<file path="config.mk">
export PLATFORM = sky130hd
export DESIGN_NAME = pox_multi_led_controller
export DESIGN_NICKNAME = d
export VERILOG_FILES = /design/src/rtl/pox_ctrl_pkg.sv /design/src/rtl/pox_clk_divider.sv /design/src/rtl/pox_multi_led_controller.sv
export SDC_FILE = /design/constraint.sdc
export NUM_CORES = 1
export LEC_CHECK = 0
export ABC_AREA = 0
export BUFFER_PORTS_ARGS = -buffer_cell sky130_fd_sc_hd__buf_2
export CORE_ASPECT_RATIO = 0.7
export CORE_MARGIN = 4
export CORE_UTILIZATION = 40
export DETAILED_ROUTE_END_ITERATION = 16
export SETUP_SLACK_MARGIN = 0.5
export SKIP_CTS_REPAIR_TIMING = 1
export SLEW_MARGIN = 40
export SYNTH_ARGS = -nofsm -noshare
export SYNTH_HDL_FRONTEND = slang
export SYNTH_SLANG_ARGS = --single-unit
</file>
<file path="constraint.sdc">
create_clock -name CLK -period 3.55 [get_ports CLK]
set_input_delay 0.355 -clock CLK [delete_from_list [all_inputs] [get_ports CLK]]
set_output_delay 0.355 -clock CLK [all_outputs]
set_load 0.005 [all_outputs]
</file>
<file path="src/rtl/pox_ctrl_pkg.sv">
// pox_ctrl_pkg: shared FSM states, reset codes and width helpers for the LED controller
package pox_ctrl_pkg;
  typedef enum logic [2:0] {M_ON, M_GAP, C_ON, C_EVAL, C_GAP} state_t;
  function automatic int clog2(input int n);
    return n > 1 ? $clog2(n) : 1;
  endfunction
  function automatic int drive_rst(input int w);
    return 1 << (w - 1);
  endfunction
  function automatic int dc_rst();
    return 0;
  endfunction
  function automatic int gain_rst();
    return 0;
  endfunction
endpackage

</file>
<file path="src/rtl/pox_clk_divider.sv">
// pox_clk_divider: free-running clock divider toggling every FILT_DIV cycles
module pox_clk_divider
  import pox_ctrl_pkg::*;
#(
  parameter int FILT_DIV = 4
) (
  input  logic CLK,
  input  logic rst_n,
  output logic CLK_Filter
);
  localparam int W = clog2(FILT_DIV);
  logic [W-1:0] cnt;
  // count FILT_DIV cycles, then flip the output
  always_ff @(posedge CLK or negedge rst_n) begin
    if (!rst_n) begin
      cnt <= '0;
      CLK_Filter <= 1'b0;
    end else if (cnt == W'(FILT_DIV - 1)) begin
      cnt <= '0;
      CLK_Filter <= ~CLK_Filter;
    end else begin
      cnt <= cnt + 1'b1;
    end
  end
endmodule

</file>
<file path="src/rtl/pox_multi_led_controller.sv">
// pox_multi_led_controller: time-multiplexed LED sequencer with per-channel auto-calibration
module pox_multi_led_controller
  import pox_ctrl_pkg::*;
#(
  parameter int N_CH          = 2,
  parameter int ADC_W         = 8,
  parameter int DRIVE_W       = 4,
  parameter int DC_W          = 7,
  parameter int GAIN_W        = 4,
  parameter int SETTLE_CYCLES = 4,
  parameter int GAP_CYCLES    = 2,
  parameter int TARGET_LO     = 96,
  parameter int TARGET_HI     = 160,
  parameter int MAX_ITER      = 255,
  parameter int FILT_DIV      = 4
) (
  input  logic                    CLK,
  input  logic                    rst_n,
  input  logic [ADC_W-1:0]        ADC,
  input  logic                    Find_setting,
  output logic [N_CH-1:0]         LED_EN,
  output logic [DRIVE_W-1:0]      LED_DRIVE,
  output logic [DC_W-1:0]         DC_Comp,
  output logic [GAIN_W-1:0]       PGA_Gain,
  output logic                    CLK_Filter,
  output logic [N_CH*ADC_W-1:0]   ADC_Value,
  output logic [N_CH-1:0]         Value_valid,
  output logic                    Cal_busy,
  output logic                    Cal_done,
  output logic [N_CH-1:0]         Cal_fail
);
  localparam int CH_W = clog2(N_CH);
  localparam int CNT_W = clog2((SETTLE_CYCLES > GAP_CYCLES ? SETTLE_CYCLES : GAP_CYCLES) + 1);
  localparam int IT_W = clog2(MAX_ITER + 1);
  localparam logic [CH_W-1:0] LAST = CH_W'(N_CH - 1);
  localparam logic [DRIVE_W-1:0] DRV_RST = DRIVE_W'(drive_rst(DRIVE_W));
  localparam logic [DC_W-1:0] DC_RST = DC_W'(dc_rst());
  localparam logic [GAIN_W-1:0] GAIN_RST = GAIN_W'(gain_rst());
  localparam logic [DRIVE_W-1:0] DRV_MAX = '1;
  localparam logic [DC_W-1:0] DC_MAX = '1;
  localparam logic [GAIN_W-1:0] GAIN_MAX = '1;
  state_t state, state_n;
  logic [CH_W-1:0] ch, ch_n, slot_ch;
  logic [CNT_W-1:0] cnt, cnt_n;
  logic [IT_W-1:0] iter;
  logic [ADC_W-1:0] smp;
  logic [DRIVE_W-1:0] drive [N_CH];
  logic [DC_W-1:0] dc [N_CH];
  logic [GAIN_W-1:0] gain [N_CH];
  logic [DRIVE_W-1:0] r;
  logic [DC_W-1:0] d;
  logic [GAIN_W-1:0] g;
  logic fs_q, cal_start, on_end, gap_end;
  logic ev_hi, ev_lo, ev_lock, can_adj, ev_fail, ev_adv, cal_end;
  assign cal_start = Find_setting & ~fs_q & ~Cal_busy;
  assign on_end = cnt == CNT_W'(SETTLE_CYCLES - 1);
  assign gap_end = cnt == CNT_W'(GAP_CYCLES - 1);
  assign r = drive[ch];
  assign d = dc[ch];
  assign g = gain[ch];
  assign ev_hi = smp > ADC_W'(TARGET_HI);
  assign ev_lo = smp < ADC_W'(TARGET_LO);
  assign ev_lock = !ev_hi && !ev_lo;
  assign can_adj = ev_hi ? (d != DC_MAX || r != '0) : (d != '0 || g != GAIN_MAX || r != DRV_MAX);
  assign ev_fail = !ev_lock && (!can_adj || iter == IT_W'(MAX_ITER - 1));
  assign ev_adv = ev_lock || ev_fail;
  assign cal_end = state == C_EVAL && ev_adv && ch == LAST;
  assign slot_ch = state == M_GAP ? (ch == LAST ? '0 : ch + 1'b1) : ch;
  assign LED_EN = (state == M_ON || state == C_ON) ? N_CH'(1) << ch : '0;
  // state, slot counter and channel index
  always_ff @(posedge CLK or negedge rst_n) begin
    if (!rst_n) begin
      state <= M_GAP;
      cnt <= '0;
      ch <= LAST;
    end else begin
      state <= state_n;
      cnt <= cnt_n;
      ch <= ch_n;
    end
  end
  // slot sequencing for measure and calibration modes
  always_comb begin
    state_n = state;
    cnt_n = cnt + 1'b1;
    ch_n = ch;
    if (cal_start) begin
      state_n = C_GAP;
      cnt_n = '0;
      ch_n = '0;
    end else begin
      case (state)
        M_ON: if (on_end) begin
          state_n = M_GAP;
          cnt_n = '0;
        end
        M_GAP: if (gap_end) begin
          state_n = M_ON;
          cnt_n = '0;
          ch_n = slot_ch;
        end
        C_ON: if (on_end) begin
          state_n = C_EVAL;
          cnt_n = '0;
        end
        C_EVAL: begin
          state_n = cal_end ? M_GAP : C_GAP;
          cnt_n = '0;
          ch_n = cal_end ? LAST : ev_adv ? ch + 1'b1 : ch;
        end
        default: if (gap_end) begin
          state_n = C_ON;
          cnt_n = '0;
        end
      endcase
    end
  end
  // per-channel settings, stepped one saturating move per unlocked evaluation
  always_ff @(posedge CLK or negedge rst_n) begin
    if (!rst_n) begin
      for (int i = 0; i < N_CH; i++) begin
        drive[i] <= DRV_RST;
        dc[i] <= DC_RST;
        gain[i] <= GAIN_RST;
      end
    end else if (state == C_EVAL && !ev_adv && !cal_start) begin
      if (ev_hi) begin
        if (d != DC_MAX) dc[ch] <= d + 1'b1;
        else drive[ch] <= r - 1'b1;
      end else if (d != '0) dc[ch] <= d - 1'b1;
      else if (g != GAIN_MAX) gain[ch] <= g + 1'b1;
      else drive[ch] <= r + 1'b1;
    end
  end
  // samples, valid pulses and calibration status
  always_ff @(posedge CLK or negedge rst_n) begin
    if (!rst_n) begin
      fs_q <= 1'b0;
      ADC_Value <= '0;
      Value_valid <= '0;
      smp <= '0;
      iter <= '0;
      Cal_busy <= 1'b0;
      Cal_done <= 1'b0;
      Cal_fail <= '0;
    end else begin
      fs_q <= Find_setting;
      Value_valid <= (state == M_ON && on_end && !cal_start) ? N_CH'(1) << ch : '0;
      if (state == M_ON && on_end && !cal_start) ADC_Value[ch*ADC_W +: ADC_W] <= ADC;
      if (state == C_ON && on_end) smp <= ADC;
      Cal_done <= cal_end;
      if (cal_start) begin
        Cal_busy <= 1'b1;
        Cal_fail <= '0;
        iter <= '0;
      end else if (state == C_EVAL) begin
        iter <= ev_adv ? '0 : iter + 1'b1;
        if (ev_fail) Cal_fail[ch] <= 1'b1;
        if (cal_end) Cal_busy <= 1'b0;
      end
    end
  end
  // settings of the upcoming or active slot, ready a cycle before its LED rises
  always_ff @(posedge CLK or negedge rst_n) begin
    if (!rst_n) begin
      LED_DRIVE <= DRV_RST;
      DC_Comp <= DC_RST;
      PGA_Gain <= GAIN_RST;
    end else begin
      LED_DRIVE <= drive[slot_ch];
      DC_Comp <= dc[slot_ch];
      PGA_Gain <= gain[slot_ch];
    end
  end
  pox_clk_divider #(.FILT_DIV(FILT_DIV)) u_div (
    .CLK(CLK),
    .rst_n(rst_n),
    .CLK_Filter(CLK_Filter)
  );
endmodule

</file>
==> impl_metrics.yaml, run 1 <==
sta:
  final_max_slew_viol_count: 0
  relSlewSlack_pct: 48.8
  fin_crit_sh_pct: 83.6
  fin_skew_ps: 9.62
  hold_ws_ps: 14.5
  layout_min_cycle_time_ps: 2970
  fin_tns_setup_ps: 0
  rsz0062_at_grt: "true"
  hold_viol: 0
  setup_viol: 0
  max_freq_mhz: 337
  worstMarginPinSlew_ps: 763
finish:
  drive_gt1_share_pct: 37.1
  seq_area_um2: 2360
  area.growth.synth_to_final_pct: 19.6
  fillers: 1003
  antenna_cells: 0
  fin_cells: 608
  multi_input_area_um2: 2260
  layout.nets: 473
floorplanning:
  dieArea_um2: 13400
  die_width_um: 136
  initial_core_util_pct: 41.5
  die_h_um: 97.9
  rows: 32
  io_pins: 51
  core-area_um2: 11100
pwr:
  internal-power_uw: 2810
  power_frac_comb_pct: 38.0
  seq_power_share_pct: 38.9
  power_uw: 4360
  ir_worst_vdd_mv: 0.336
  p_clk_share_pct: 23.0
  p_sw_share_pct: 35.6
  p_per_area_nw_per_um2: 790
  switchingPower_uw: 1550
  power_leakage_uw: 0.00263
critical_path:
  path_class: "reg -> reg"
  endpoint: "drive[2]"
  worstPathRequired_ps: 3770
  cp_max_fo: 8
  cp.arrival_ps: 3190
  r2r-start: "ch"
  critPathCaptureType: "flop"
  r2r_slack_ps: 580
  crit_start: "ch"
  r2r_cells: 8
  r2r_end: "drive[2]"
  startpoint_type: "flop"
clocking:
  clk_latency_ps: 340
  cts_sinks: 94
  cts_buffers: 9
  cts_tree: "yes"
  clock-root-buffer: "clkbuf_16"
  clk_pin_slew_worst_paths_ps: 70
  htreeDepth: 3
  ctsLongestPathBuffers: 2
yosys:
  synth_cells: 390
  yosys.area.top_type: "dfrtp_1"
  postSynth.asyncResetShare_pct: 100
  synth_commonest_cells: "dfrtp_1 (89), mux2_2 (64), nand2_1 (26)"
  postSynthAreaPerCell_um2: 11.8
  yosysSeqAreaShare_pct: 51.1
  netlist_top_cells_area: "dfrtp_1 (48%), mux2_2 (16%), ha_1 (3.3%)"
  syn-cell-area_um2: 4620
  ys.flop_type: "dfrtp_1"
  synth_cell_type_count: 56
  synth_seq_cells: 94
  synth-edff-count: 0
  synth_top_area_share_pct: 48.2
  synth.most_common_cell: "dfrtp_1"
  synthesis.nets: 413
  ys.warnings.count: 0
grt:
  grt_start_max_net_pins: 79
  grt_use_total_pct: 15.1
  grt_pass1_wl_um: 16300
  antenna_found_initial: 0
  first_global_vias: 3159
  grt_overflow: 0
place:
  place_inst: 587
  place.detailed.hpwl_um: 6760
  globalplace.congestion: 0.801
  place.port_buffers: 50
flow_run:
  drv_cap: 0
route:
  wl_per_cell_um: 16.3
  vias: 3156
  detail_route.iter0.violations: 238
  drt_pre_antenna_iters: 4
  drc: 0
  vias_per_cell: 5.19
  drtAntennaViolNets: 0
  drt_wl_total_um: 9910
hold_path:
  hp-class: "in -> async"
run_status:
  outcome: "completed"
-- worst max-delay path: stages, from the launching register on --
cell and delay, ps:
dfstp_4 710, mux2i_4 290, ha_2 230, nor4b_4 240, o22ai_2 160, or3_4 390
o32ai_4 380, nand3_4 140, mux2_2 300
-- how the worst min path moves through the flow --
stage                  endpoint  slack [ps]  depth (start not counted)
6_report       u_div.CLK_Filter          10                          1
5_1_grt            u_div.cnt[0]          90                          1
4_1_cts        u_div.CLK_Filter          60                          1
3_5_place_dp       u_div.cnt[0]         420                          1
3_3_place_gp       u_div.cnt[0]         410                          1
2_1_floorplan      ADC_Value[0]          60                          0
-- power by group through the flow --
| stage | logic, uW | registers, uW | clock network (uW) |
|---|---|---|---|
| CTS | 1520 | 1700 | 1030 |
| detailed placement | 1510 | 1710 | 0 |
| global route | 1820 | 1750 | 1080 |
| global placement | 1460 | 1700 | 0 |
| finish | 1660 | 1700 | 1010 |
| floorplan | 1180 | 1600 | 0 |
-- area by class of cell --
type / count / share of cell area (%)
well taps: 153 / 3.46
inverters: 12 / 0.815
flip-flops and latches: 94 / 42.8
clock inverters: 6 / 1.31
repair buffers: 63 / 6.43
multi-input cells: 270 / 40.9
clock buffers: 10 / 4.33
-- logic make-up (layout without fill, tap and decap cells) --
| kind of cell | Yosys count | count (layout) | synth area share [%] |
|---|---|---|---|
| AO/OA/AOI/OAI | 48 | 48 | 7.58 |
| flip-flops | 94 | 94 | 51.1 |
| multiplexers | 76 | 76 | 18.2 |
| AND/OR/NAND/NOR | 113 | 113 | 13.7 |
| buffers and inverters | 26 | 91 | 2.25 |
| XOR/XNOR | 21 | 21 | 3.98 |
| adder cells (fa/ha/maj) | 12 | 12 | 3.25 |
-- metrics by stage --
stage | util, % | instance area (um2) | worst slack, ps
2_1_floorplan | - | 4670 | 524
3_3_place_gp | 45.7 | 5080 | 466
3_5_place_dp | 45.7 | 5090 | 337
4_1_cts | 48.5 | 5400 | 319
5_1_grt | 49.6 | 5530 | 448
6_report | 49.6 | 5530 | 582
-- state kept, by name, indices dropped and copies added, names as in the netlist, 6 cells and up, named ones only --
signal,count
ADC_Value,16
DC_Comp,7
dc,12
drive,6
gain,8
iter,8
smp,8
-- cells in the final DEF, fill, tap and decap left out, types with 4 or more instances in the layout --
cell type	Yosys	final
a21o_1	6	6
a21oi_1	9	9
buf_2	4	49
buf_4	0	11
clkbuf_16	0	9
dfrtp_1	89	89
dfstp_2	5	4
ha_1	12	11
inv_1	12	12
inv_6	0	4
mux2_2	64	64
mux2i_1	12	8
nand2_1	26	26
nand3_1	14	14
nand4b_1	4	4
nor2_1	19	18
nor3_1	11	11
nor3b_1	4	4
o21ai_0	13	13
xnor2_1	16	16
xor2_1	5	5
-- layer usage --
layer  up-vias  track usage, %  share of wire [%]  wire length (um)
met4         0            3.56               0.77                76
met3         7            3.96                3.8               380
met1      1555            22.7                 50              4930
met2        62            21.8                 46              4520
li1       1532               -                  -                 -
met5         -               0                  0                 0
Note: power is estimated with default switching activity, not from simulation.
==> inputs of run 2 (changes only) <==
==> constraint.sdc (replaced) <==
create_clock -name CLK -period 2.95 [get_ports CLK]
set_input_delay 0.295 -clock CLK [delete_from_list [all_inputs] [get_ports CLK]]
set_output_delay 0.295 -clock CLK [all_outputs]
set_load 0.005 [all_outputs]
==> run 2 against run 1 <==
  * Wire length rose by 4.7%
  * Clock power rose by 11%
  * Die area did not move
  * Register-to-register slack got worse by 550 ps
  * Largest cell class is now multi-input combinational cells
  * Highest routed layer unchanged
==> impl_metrics.yaml, run 2 (synthesis gave the netlist of run 1 again) <==
run_status:
  outcome: "completed"
route:
  wl_per_cell_um: 16.7
  drt_wl_total_um: 10400
  vias_per_cell: 5.24
  drc: 0
  vias: 3250
  drtAntennaViolNets: 0
  drt_pre_antenna_iters: 5
  detail_route.iter0.violations: 195
grt:
  antenna_found_initial: 0
  use_met2_pct: 22.9
  grt_use_total_pct: 15.6
  use_met3_pct: 4.17
  grt_overflow: 0
  grt-busiest-layer: "met2"
  grt_start_max_net_pins: 55
  grt_pass1_wl_um: 16600
  first_global_vias: 3326
  gr-usage-met1_pct: 22.3
critical_path:
  critPathCaptureType: "flop"
  startpoint_type: "flop"
  r2r_slack_ps: 30
  r2r-start: "ch"
  crit_start: "ch"
  cp.arrival_ps: 3150
  cp_max_fo: 5
  path_class: "reg -> reg"
  worstPathRequired_ps: 3180
floorplanning:
  io_pins: 51
  initial_core_util_pct: 41.5
  die_width_um: 136
  dieArea_um2: 13400
  die_h_um: 97.9
  core-area_um2: 11100
  rows: 32
clocking:
  clk_latency_ps: 350
  cts_sinks: 94
  ctsLongestPathBuffers: 2
  cts_tree: "yes"
  cts_buffers: 9
  clk_pin_slew_worst_paths_ps: 70
  clock-root-buffer: "clkbuf_16"
  htreeDepth: 3
hold_path:
  hp-class: "in -> reg"
  worstHoldStart: "Find_setting"
place:
  place.detailed.hpwl_um: 7020
  place.port_buffers: 50
  place_inst: 590
  globalplace.congestion: 0.824
sta:
  hold_viol: 0
  fin_crit_sh_pct: 99.0
  rsz0062_at_grt: "true"
  fin_skew_ps: 11.0
  relSlewSlack_pct: 50.1
  final_max_slew_viol_count: 0
  worstMarginPinSlew_ps: 745
  layout_min_cycle_time_ps: 2920
  max_freq_mhz: 343
  fin_tns_setup_ps: 0
  setup_viol: 0
finish:
  drive_gt1_share_pct: 43.5
  area.growth.synth_to_final_pct: 25.3
  top_register: "ADC_Value"
  top_regs: "ADC_Value x16, dc x12"
  antenna_cells: 0
  layout_commonest_cell: "dfrtp_1"
  layout.nets: 485
  fin_cells: 620
  largest_register_ffs: 16
  mostFrequentLayoutCells: "dfrtp_1 (89), mux2_2 (61), buf_2 (49), nand2_1 (24), buf_4 (20)"
pwr:
  ir_worst_vdd_mv: 0.411
  p_per_area_nw_per_um2: 930
  power_leakage_uw: 0.00274
flow_run:
  drv_cap: 0
-- run 2: layout make-up --
type,count,area [um2]
tap,153,191
sequential,94,2360
fill,998,5340
multi-input combinational,270,2410
clock inverter,7,67.6
timing repair buffer,75,493
inverter,12,45.0
clock buffer,9,225
-- run 2: power breakdown --
part | internal, uW | total [uW] | leakage, uW | switching [uW]
clock network | 590 | 1120 | 0.000133 | 533
registers | 1660 | 2040 | 0.00122 | 381
logic | 1150 | 2220 | 0.00139 | 1070
total | 3410 | 5390 | 0.00274 | 1980
-- run 2: routing by layer --
layer,share of wire [%],vias up
met5,0,-
met4,1.4,0
met3,5.7,14
met2,46,78
met1,47,1606
li1,-,1552
-- run 2: path summary, 6_finish.rpt --
kind / end / cells after the start
max: drive[2] / 8
min: fs_q / 1
max reg2reg: drive[2] / 8
min reg2reg: u_div.cnt[0] / 1
max in group asynchronous: state[0] / 3
min in group asynchronous: gain[1] / 2
-- run 2: per-stage QoR --
step                total power, uW  setup WS [ps]  utilization, %  hold WS [ps]  area [um2]
floorplan                      3440          -8.17               -        -0.591        4760
global placement               3940            102            46.8           308        5210
detailed placement             4010           28.3            46.8           317        5210
CTS                            5160          -24.6            49.5         -49.0        5510
global route                   5740          -78.3            52.0          83.2        5790
finish                         5390           30.7            52.0          81.9        5790
-- run 2: critical path, cell delays in order, from the launching register on --
cell	delay [ps]
dfstp_2	660
mux2i_4	330
ha_4	170
nor4bb_4	250
o22ai_2	170
or3_4	390
o32ai_4	360
nand3_4	160
mux2_2	310
